==> src/rtl/matrix_io_pkg.sv <==
// Shared constants and state encodings for the matrix accelerator host I/O slave.
package matrix_io_pkg;

    localparam int DEF_MATRIX_NUM    = 2;
    localparam int DEF_BYTES_PER_MAT = 32;
    localparam int DEF_RES_PER_MAT   = 16;
    localparam int DEF_RES_W         = 18;

    typedef enum logic [1:0] {
        IDLE      = 2'd0,
        LOAD      = 2'd1,
        WAIT_CORE = 2'd2,
        DONE      = 2'd3
    } load_state_t;

    typedef enum logic [1:0] {
        R_IDLE  = 2'd0,
        R_FETCH = 2'd1,
        R_LO    = 2'd2,
        R_HI    = 2'd3
    } read_state_t;

endpackage

==> src/rtl/result_readout.sv <==
// Result read port: fetches one RES_W result and returns it as two halves.
//
// state   | meaning
// R_IDLE  | waiting for read_n low; latches r_addr when it is seen
// R_FETCH | result RAM read in flight (res_rd_en high for in-range index)
// R_LO    | RAM data valid; captured, low half driven at exit
// R_HI    | high half driven at exit, then back to R_IDLE
module result_readout
    import matrix_io_pkg::*;
#(
    parameter int RES_W     = DEF_RES_W,
    parameter int RES_TOTAL = DEF_MATRIX_NUM * DEF_RES_PER_MAT
) (
    input  logic               clk,
    input  logic               rst,
    input  logic               read_n,
    input  logic [7:0]         r_addr,
    input  logic [RES_W-1:0]   res_rd_data,
    output logic               res_rd_en,
    output logic [7:0]         res_rd_addr,
    output logic [RES_W/2-1:0] data_out
);

    localparam int         HALF_W = RES_W / 2;
    localparam logic [8:0] LIMIT  = 9'(RES_TOTAL);

    read_state_t       state;
    read_state_t       state_nxt;
    logic              in_range;
    logic              in_range_q;
    logic [HALF_W-1:0] hi_q;

    assign in_range = ({1'b0, r_addr} < LIMIT);

    // Read state register.
    always_ff @(posedge clk or negedge rst) begin
        if (!rst) state <= R_IDLE;
        else      state <= state_nxt;
    end

    // Fixed four-cycle sequence once a read is accepted; read_n only matters in R_IDLE.
    always_comb begin
        state_nxt = state;
        case (state)
            R_IDLE:  if (!read_n) state_nxt = R_FETCH;
            R_FETCH: state_nxt = R_LO;
            R_LO:    state_nxt = R_HI;
            R_HI:    state_nxt = R_IDLE;
            default: state_nxt = R_IDLE;
        endcase
    end

    // RAM strobe, address latch and half-word output registers.
    always_ff @(posedge clk or negedge rst) begin
        if (!rst) begin
            res_rd_en   <= 1'b0;
            res_rd_addr <= '0;
            in_range_q  <= 1'b0;
            hi_q        <= '0;
            data_out    <= '0;
        end else begin
            res_rd_en <= 1'b0;
            case (state)
                R_IDLE: begin
                    if (!read_n) begin
                        res_rd_addr <= r_addr;
                        in_range_q  <= in_range;
                        res_rd_en   <= in_range;
                    end
                end
                R_LO: begin
                    // Out-of-range reads never touched the RAM, so force both halves to zero.
                    data_out <= in_range_q ? res_rd_data[HALF_W-1:0] : '0;
                    hi_q     <= in_range_q ? res_rd_data[RES_W-1:HALF_W] : '0;
                end
                R_HI: data_out <= hi_q;
                default: ;
            endcase
        end
    end

endmodule

==> src/rtl/matrix_io_slave.sv <==
// Host-facing I/O slave: loads X bytes into the input buffer, kicks the
// compute core, reports ready/finish and serves results via result_readout.
// MATRIX_NUM and BYTES_PER_MAT are powers of two so {mat_idx, byte_cnt} is dense.
//
// state     | meaning
// IDLE      | ready for a load request
// LOAD      | writing one byte per valid_input cycle
// WAIT_CORE | core started, waiting for core_done
// DONE      | matrix finished, ready for the next load request
module matrix_io_slave
    import matrix_io_pkg::*;
#(
    parameter int MATRIX_NUM    = DEF_MATRIX_NUM,
    parameter int BYTES_PER_MAT = DEF_BYTES_PER_MAT,
    parameter int RES_PER_MAT   = DEF_RES_PER_MAT,
    parameter int RES_W         = DEF_RES_W,
    localparam int MI_W         = (MATRIX_NUM > 1) ? $clog2(MATRIX_NUM) : 1,
    localparam int BC_W         = $clog2(BYTES_PER_MAT),
    localparam int ADDR_W       = MI_W + BC_W
) (
    input  logic               clk,
    input  logic               rst,
    input  logic               start_in,
    input  logic               valid_input,
    input  logic [7:0]         X_load,
    input  logic               read_n,
    input  logic [7:0]         r_addr,
    output logic [RES_W/2-1:0] data_out,
    output logic               ry,
    output logic               finish,
    output logic               x_wr_en,
    output logic [ADDR_W-1:0]  x_wr_addr,
    output logic [7:0]         x_wr_data,
    output logic               mat_go,
    input  logic               core_done,
    output logic               res_rd_en,
    output logic [7:0]         res_rd_addr,
    input  logic [RES_W-1:0]   res_rd_data
);

    load_state_t     state;
    load_state_t     state_nxt;
    logic [BC_W-1:0] byte_cnt;
    logic [MI_W-1:0] mat_idx;
    logic            last_wr;
    logic            byte_last;
    logic            wr_now;

    assign byte_last = (byte_cnt == BC_W'(BYTES_PER_MAT - 1));
    assign wr_now    = (state == LOAD) && valid_input;
    assign ry        = (state == IDLE) || (state == DONE);
    assign finish    = (state == DONE);

    // Load state register.
    always_ff @(posedge clk or negedge rst) begin
        if (!rst) state <= IDLE;
        else      state <= state_nxt;
    end

    // Load sequencing; core_done has priority in WAIT_CORE because start_in is not looked at there.
    always_comb begin
        state_nxt = state;
        case (state)
            IDLE:      if (start_in) state_nxt = LOAD;
            LOAD:      if (wr_now && byte_last) state_nxt = WAIT_CORE;
            WAIT_CORE: if (core_done) state_nxt = DONE;
            DONE:      if (start_in) state_nxt = LOAD;
            default:   state_nxt = IDLE;
        endcase
    end

    // Registered buffer write, byte/matrix counters and the delayed core start pulse.
    always_ff @(posedge clk or negedge rst) begin
        if (!rst) begin
            x_wr_en   <= 1'b0;
            x_wr_addr <= '0;
            x_wr_data <= '0;
            byte_cnt  <= '0;
            mat_idx   <= '0;
            last_wr   <= 1'b0;
            mat_go    <= 1'b0;
        end else begin
            x_wr_en <= wr_now;
            last_wr <= wr_now && byte_last;
            mat_go  <= last_wr;
            if (wr_now) begin
                x_wr_addr <= {mat_idx, byte_cnt};
                x_wr_data <= X_load;
                byte_cnt  <= byte_last ? '0 : byte_cnt + 1'b1;
            end
            if (ry && start_in) byte_cnt <= '0;
            if (state == WAIT_CORE && core_done) begin
                mat_idx <= (mat_idx == MI_W'(MATRIX_NUM - 1)) ? '0 : mat_idx + 1'b1;
            end
        end
    end

    result_readout #(
        .RES_W     (RES_W),
        .RES_TOTAL (MATRIX_NUM * RES_PER_MAT)
    ) u_readout (
        .clk         (clk),
        .rst         (rst),
        .read_n      (read_n),
        .r_addr      (r_addr),
        .res_rd_data (res_rd_data),
        .res_rd_en   (res_rd_en),
        .res_rd_addr (res_rd_addr),
        .data_out    (data_out)
    );

endmodule
==> config.mk <==
export PLATFORM = sky130hd
export DESIGN_NAME = matrix_io_slave
export DESIGN_NICKNAME = d
export VERILOG_FILES = /design/src/rtl/matrix_io_pkg.sv /design/src/rtl/result_readout.sv /design/src/rtl/matrix_io_slave.sv
export SDC_FILE = /design/constraint.sdc
export NUM_CORES = 1
export LEC_CHECK = 0
export BUFFER_PORTS_ARGS = -buffer_cell sky130_fd_sc_hd__clkbuf_2
export CORE_MARGIN = 4
export CORE_UTILIZATION = 54
export DETAILED_ROUTE_END_ITERATION = 10
export GPL_ROUTABILITY_DRIVEN = 0
export PLACE_DENSITY = 0.92
export SETUP_SLACK_MARGIN = 0.2
export SYNTH_ARGS = -nofsm -noshare
export SYNTH_HDL_FRONTEND = slang
export SYNTH_SLANG_ARGS = --single-unit
==> constraint.sdc <==
create_clock -name clk -period 5 [get_ports clk]
set_input_delay 1 -clock clk [delete_from_list [all_inputs] [get_ports clk]]
set_output_delay 1 -clock clk [all_outputs]
set_load 0.02 [all_outputs]
==> impl_metrics.ini, run 1 <==
[drt]
via_per_inst = 5.24
dr.pass1.iters = 5
drcViolationCount = 0
wire_per_inst_um = 14.4
vias = 1667
antenna_left = 0
drtIter0Drc = 113
drt_wl_total_mm = 4.57

[cells_and_area]
syn2layout_area_growth_pct = 21.5
finalNetCount = 316
fin_cells = 318
final_util = 0.692
n_antenna_cell = 0
final_layout_size_suffix_gt1_frac = 0.399

[floorplan]
num_rows = 23
initial_core_util = 0.569
core-area_mm2 = 0.00406
die_w_um = 73.4
die-area_mm2 = 0.00539
pin_count = 76
die_h_um = 73.4

[worst_setup_path]
crit_arrival_ps = 1290
start_kind = register
critical_path_class = register to primary output
crit_fanout = 4
crit_buf_inv = 2
slowest_stage = dfrtp_1
critPathRequiredTime_ps = 4000
critical_path.top_delay_family = flip-flops
slowest_delay_ps = 410
rr_worst_depth = 5
crit_chain = inv_1, ha_1, clkbuf_2
crit_path_end_kind = primary output
path_depth = 3

[sta]
fin_skew_ps = 7.89
fin_tns_setup_ps = 0
fin_hold_ws_ps = 360
slew_headroom = 0.554
rsz0062_at_grt = false
timing_hold_violations_final = 0
fin_crit_ps = 2290
finalSetupViolations = 0
setup_ws_ps = 2710
post-route-period-util = 0.457
drv_slew = 0
worst_pin_slew_ps = 668
max_freq_ghz = 0.437

[yosys]
synth_area_mm2 = 0.00231
synthTopCellsByCount = dfrtp_1 (55), mux2_2 (22), inv_1 (14), o21ai_0 (14)
yosysWarnings = 0
synthTopCellsByArea = dfrtp_1 (60%), mux2_2 (11%), ha_1 (4.9%)
ys_seq_area_frac = 0.596
synth-edff-count = 0
syn-num-nets = 242
synth_flop_cell = dfrtp_1
netlist_instances = 193
ys_ff_latch = 55
ys_types = 30
synth_most_common_cell = dfrtp_1
async_flop_share = 1.00
yosys.area.top_type = dfrtp_1
avgSynthCellArea_um2 = 12.0
synth.top_cell.area_share = 0.596

[global_routing]
grt_pass1_wl_mm = 7.78
antenna_found_initial = 0
grt_max_degree = 56
track_usage = 0.185
grt_pass1_vias = 1709
grt-ovfl-total = 0

[clock_tree]
ctsResizeCount = 0
clk_latency_ps = 300
cts_max_path_buffers = 2
cts-root-buf = clkbuf_8
cts_setup_buffers = 0
clkSinkCount = 55
cts_tree = yes
htreeDepth = 2
cts_made_buffers = 5
path_clk_slew_ps = 90
postCtsHoldBufs = 0

[placement]
port_buffers = 75
dp_hpwl_mm = 3.47
preCtsSetupSlack_ps = 2850
dp.cells = 310

[hold_path]
whs_path_depth = 0
min-delay-path-class = register to register

[power_and_ir_drop]
switching_share = 0.403
switchingPower_w = 0.000662
p_int_w = 0.000980
p_leak_nw = 1.45
p_per_area_mw_per_mm2 = 585
comb_power_share = 0.415
pwr-share-clk = 0.152
ir_drop_v = 0.000424
p_seq_frac = 0.433

[run_status]
outcome = complete, no violations

[job]
cap_violations = 0
layout make-up:
class                      instances  area, um2
fill                             301       1250
tap                               50       62.6
clock inverter                     3       27.5
timing repair buffer              76        383
multi-input combinational        114        832
clock buffer                       5       68.8
inverter                          15       56.3
sequential                        55       1380
cells by family after synthesis:
kind of cell / share of synthesized area
flops: 0.596
mux: 0.116
simple gates: 0.0899
compound gates: 0.102
xor+xnor: 0.00379
buf+inv: 0.0439
fa+ha+maj: 0.0488
registers in the layout, summed over array words and instances, names as in the netlist:
signal,flops
u_readout.res_rd_en,1
x_wr_data,8
mat_idx,1
last_wr,1
u_readout.res_rd_addr,8
u_readout.hi_q,9
x_wr_en,1
u_readout.state,2
u_readout.in_range_q,1
byte_cnt,5
u_readout.data_out,9
mat_go,1
x_wr_addr,6
state,2
stage by stage:
step / total power (W) / area, um2
3_5_place_dp: 0.00141 / 2710
6_report: 0.00164 / 2810
5_1_grt: 0.00176 / 2810
2_1_floorplan: 0.00119 / 2310
4_1_cts: 0.00166 / 2810
3_3_place_gp: 0.00137 / 2710
layout by cell type, fill, tap and decap left out, types with 5 or more instances in the layout:
cell type | Yosys | layout
nand2_1 | 13 | 13
clkbuf_8 | 0 | 5
o21ai_0 | 14 | 14
nand3_1 | 5 | 5
clkbuf_2 | 0 | 75
a211oi_1 | 8 | 8
ha_1 | 9 | 9
and3_1 | 9 | 9
dfrtp_1 | 55 | 55
inv_1 | 14 | 14
mux2_2 | 22 | 22
a21oi_1 | 13 | 13
per-layer routing:
layer  track usage  routed length (um)  up-vias
met4        0.0483                  44        0
met2         0.310                2320       53
met5             0                   0        -
met3        0.0479                 319        7
li1              -                   -      817
met1         0.239                1890      790
power groups by stage:
stage	Sequential, W	Clock, W	Combinational (W)
6_report	0.000710	0.000250	0.000682
5_1_grt	0.000732	0.000280	0.000750
4_1_cts	0.000711	0.000259	0.000691
3_5_place_dp	0.000719	0	0.000689
3_3_place_gp	0.000709	0	0.000659
2_1_floorplan	0.000833	0	0.000352
final timing paths:
kind,startpoint,end,slack (ps)
max,state[0]$_DFFE_PN0P_,ry,2710
min in group asynchronous,rst,x_wr_addr[1]$_DFFE_PN0P_,800
max in group asynchronous,rst,mat_idx$_DFFE_PN0P_,3750
min,last_wr$_DFF_PN0_,mat_go$_DFF_PN0_,360
max reg2reg,u_readout.state[0]$_DFFE_PN0P_,u_readout.data_out[8]$_DFFE_PN0P_,2900
min reg2reg,last_wr$_DFF_PN0_,mat_go$_DFF_PN0_,360
Note: power is estimated with default switching activity, not from simulation.
==> run 2, diff against run 1 <==
CORE_UTILIZATION = 45   (was 54)
PLACE_DENSITY = 0.83   (was 0.92)
clock period = 1.8 ns   (was 5 ns; I/O delays follow)
==> impl_metrics.ini, run 2 (same netlist as run 1, synthesis figures left out) <==
[run_status]
outcome = complete, no violations

[sta]
timing_hold_violations_final = 0
slew_headroom = 0.617
fin_skew_ps = 4.55
fin_tns_setup_ps = 0
rsz0062_at_grt = true
worst_pin_slew_ps = 574
setup_ws_ps = 171
post-route-period-util = 0.905
fin_crit_ps = 1630
finalSetupViolations = 0
drv_slew = 0
max_freq_ghz = 0.614

[hold_path]
min-delay-path-class = primary input to async pin

[clock_tree]
cts_tree = yes
cts-root-buf = clkbuf_8
htreeDepth = 2
clkSinkCount = 55
path_clk_slew_ps = 90
postCtsHoldBufs = 0
cts_max_path_buffers = 2
cts_made_buffers = 5
clk_latency_ps = 300

[global_routing]
grt_pass1_vias = 1855
grt_max_degree = 56
grt_pass1_wl_mm = 8.30
antenna_found_initial = 0
grt-ovfl-total = 0
track_usage = 0.165

[worst_setup_path]
crit_arrival_ps = 1860
start_kind = register
timing.rr.end = byte_cnt[2]$_DFFE_PN0P_
setup.worst_path.end = byte_cnt[2]$_DFFE_PN0P_
crit_buf_inv = 0
critical_path_class = register to register
rrSetupSlack_ps = 170
crit_path_end_kind = register
crit_fanout = 5
slowest_stage = or4b_4
rr_startpoint = byte_cnt[0]$_DFFE_PN0P_
path_depth = 5
crit_start = byte_cnt[0]$_DFFE_PN0P_
slowest_delay_ps = 480
critPathRequiredTime_ps = 2040
critical_path.top_delay_family = simple AND/OR/NAND/NOR gates
rr_worst_depth = 5
crit_chain = ha_2, and3_4, ha_4, or4b_4, a21oi_2

[job]
cap_violations = 0

[cells_and_area]
finalNetCount = 327
final_layout_size_suffix_gt1_frac = 0.473
syn2layout_area_growth_pct = 30.0
final_common_cell = clkbuf_2
top_regs = u_readout.data_out x9, u_readout.hi_q x9
n_antenna_cell = 0
layout_common_cells = clkbuf_2 (74), dfrtp_1 (55), mux2_2 (22)

[placement]
dp_hpwl_mm = 3.47
port_buffers = 75
preCtsSetupSlack_ps = 74.5

[floorplan]
initial_core_util = 0.476
num_rows = 25
core-area_mm2 = 0.00485
die-area_mm2 = 0.00634
pin_count = 76
die_h_um = 79.6
die_w_um = 79.6

[power_and_ir_drop]
power_w = 0.00477
p_per_area_mw_per_mm2 = 1590
p_leak_nw = 1.51
ir_drop_v = 0.000826

[drt]
drcViolationCount = 0
drtIter0Drc = 82
via_per_inst = 5.02
antenna_left = 0
drt_wl_total_mm = 4.84
vias = 1738
dr.pass1.iters = 4
wire_per_inst_um = 14.0
run 2: cell types whose count changed in the layout (fill, tap and decap cells not counted), sizes merged:
cell	previous run	this run
inv	16	13
buf	1	13
clkbuf	80	82
run 2: per-layer routing:
metal	GRT usage	up-vias	share of wire
met3	0.0677	10	0.091
met2	0.264	66	0.47
met1	0.202	824	0.42
met4	0.0550	0	0.018
li1	-	838	-
met5	0	-	0
run 2: layout make-up:
class / instances / area [um2]
Clock buffer: 8 / 100
Fill cell: 390 / 1850
Inverter: 15 / 61.3
Multi-Input combinational cell: 114 / 897
Sequential cell: 55 / 1380
Tap cell: 67 / 83.8
Timing Repair Buffer: 87 / 484
run 2: repair_timing:
item                                    CTS  global route
gates resized for setup                   8             9
setup buffers                             3             5
pin swaps                                 4             2
endpoints found under the setup margin   22            33
run 2: worst min-delay path by stage:
| stage | start | end | slack (ps) |
|---|---|---|---|
| after floorplan | rst | byte_cnt[0]$_DFFE_PN0P_ | 60 |
| after global placement | last_wr$_DFF_PN0_ | mat_go$_DFF_PN0_ | 330 |
| after detailed placement | last_wr$_DFF_PN0_ | mat_go$_DFF_PN0_ | 330 |
| after CTS | rst | x_wr_data[4]$_DFFE_PN0P_ | 40 |
| after global routing | rst | u_readout.res_rd_addr[1]$_DFFE_PN0P_ | 60 |
| final | rst | x_wr_data[1]$_DFFE_PN0P_ | 30 |
run 2: report_power, final:
part	switching, W	internal [W]	total (W)
Sequential	0.000275	0.00170	0.00197
Clock	0.000372	0.000352	0.000723
Combinational	0.00120	0.000867	0.00207
Total	0.00185	0.00292	0.00477
run 2: worst register-to-register path, stage by stage (launching register included):
cell and delay, ps:
dfrtp_1 420, ha_2 200, and3_4 180, ha_4 170
or4b_4 480, a21oi_2 120
run 2: stage by stage:
step / hold slack (ps) / util / instances / instance area, um2
floorplan: 64.4 / - / 193 / 2310
global placement: 332 / 0.572 / 330 / 2770
detailed placement: 335 / 0.572 / 330 / 2770
CTS: 44.8 / 0.606 / 341 / 2940
global route: 55.4 / 0.619 / 346 / 3000
finish: 34.7 / 0.619 / 346 / 3000
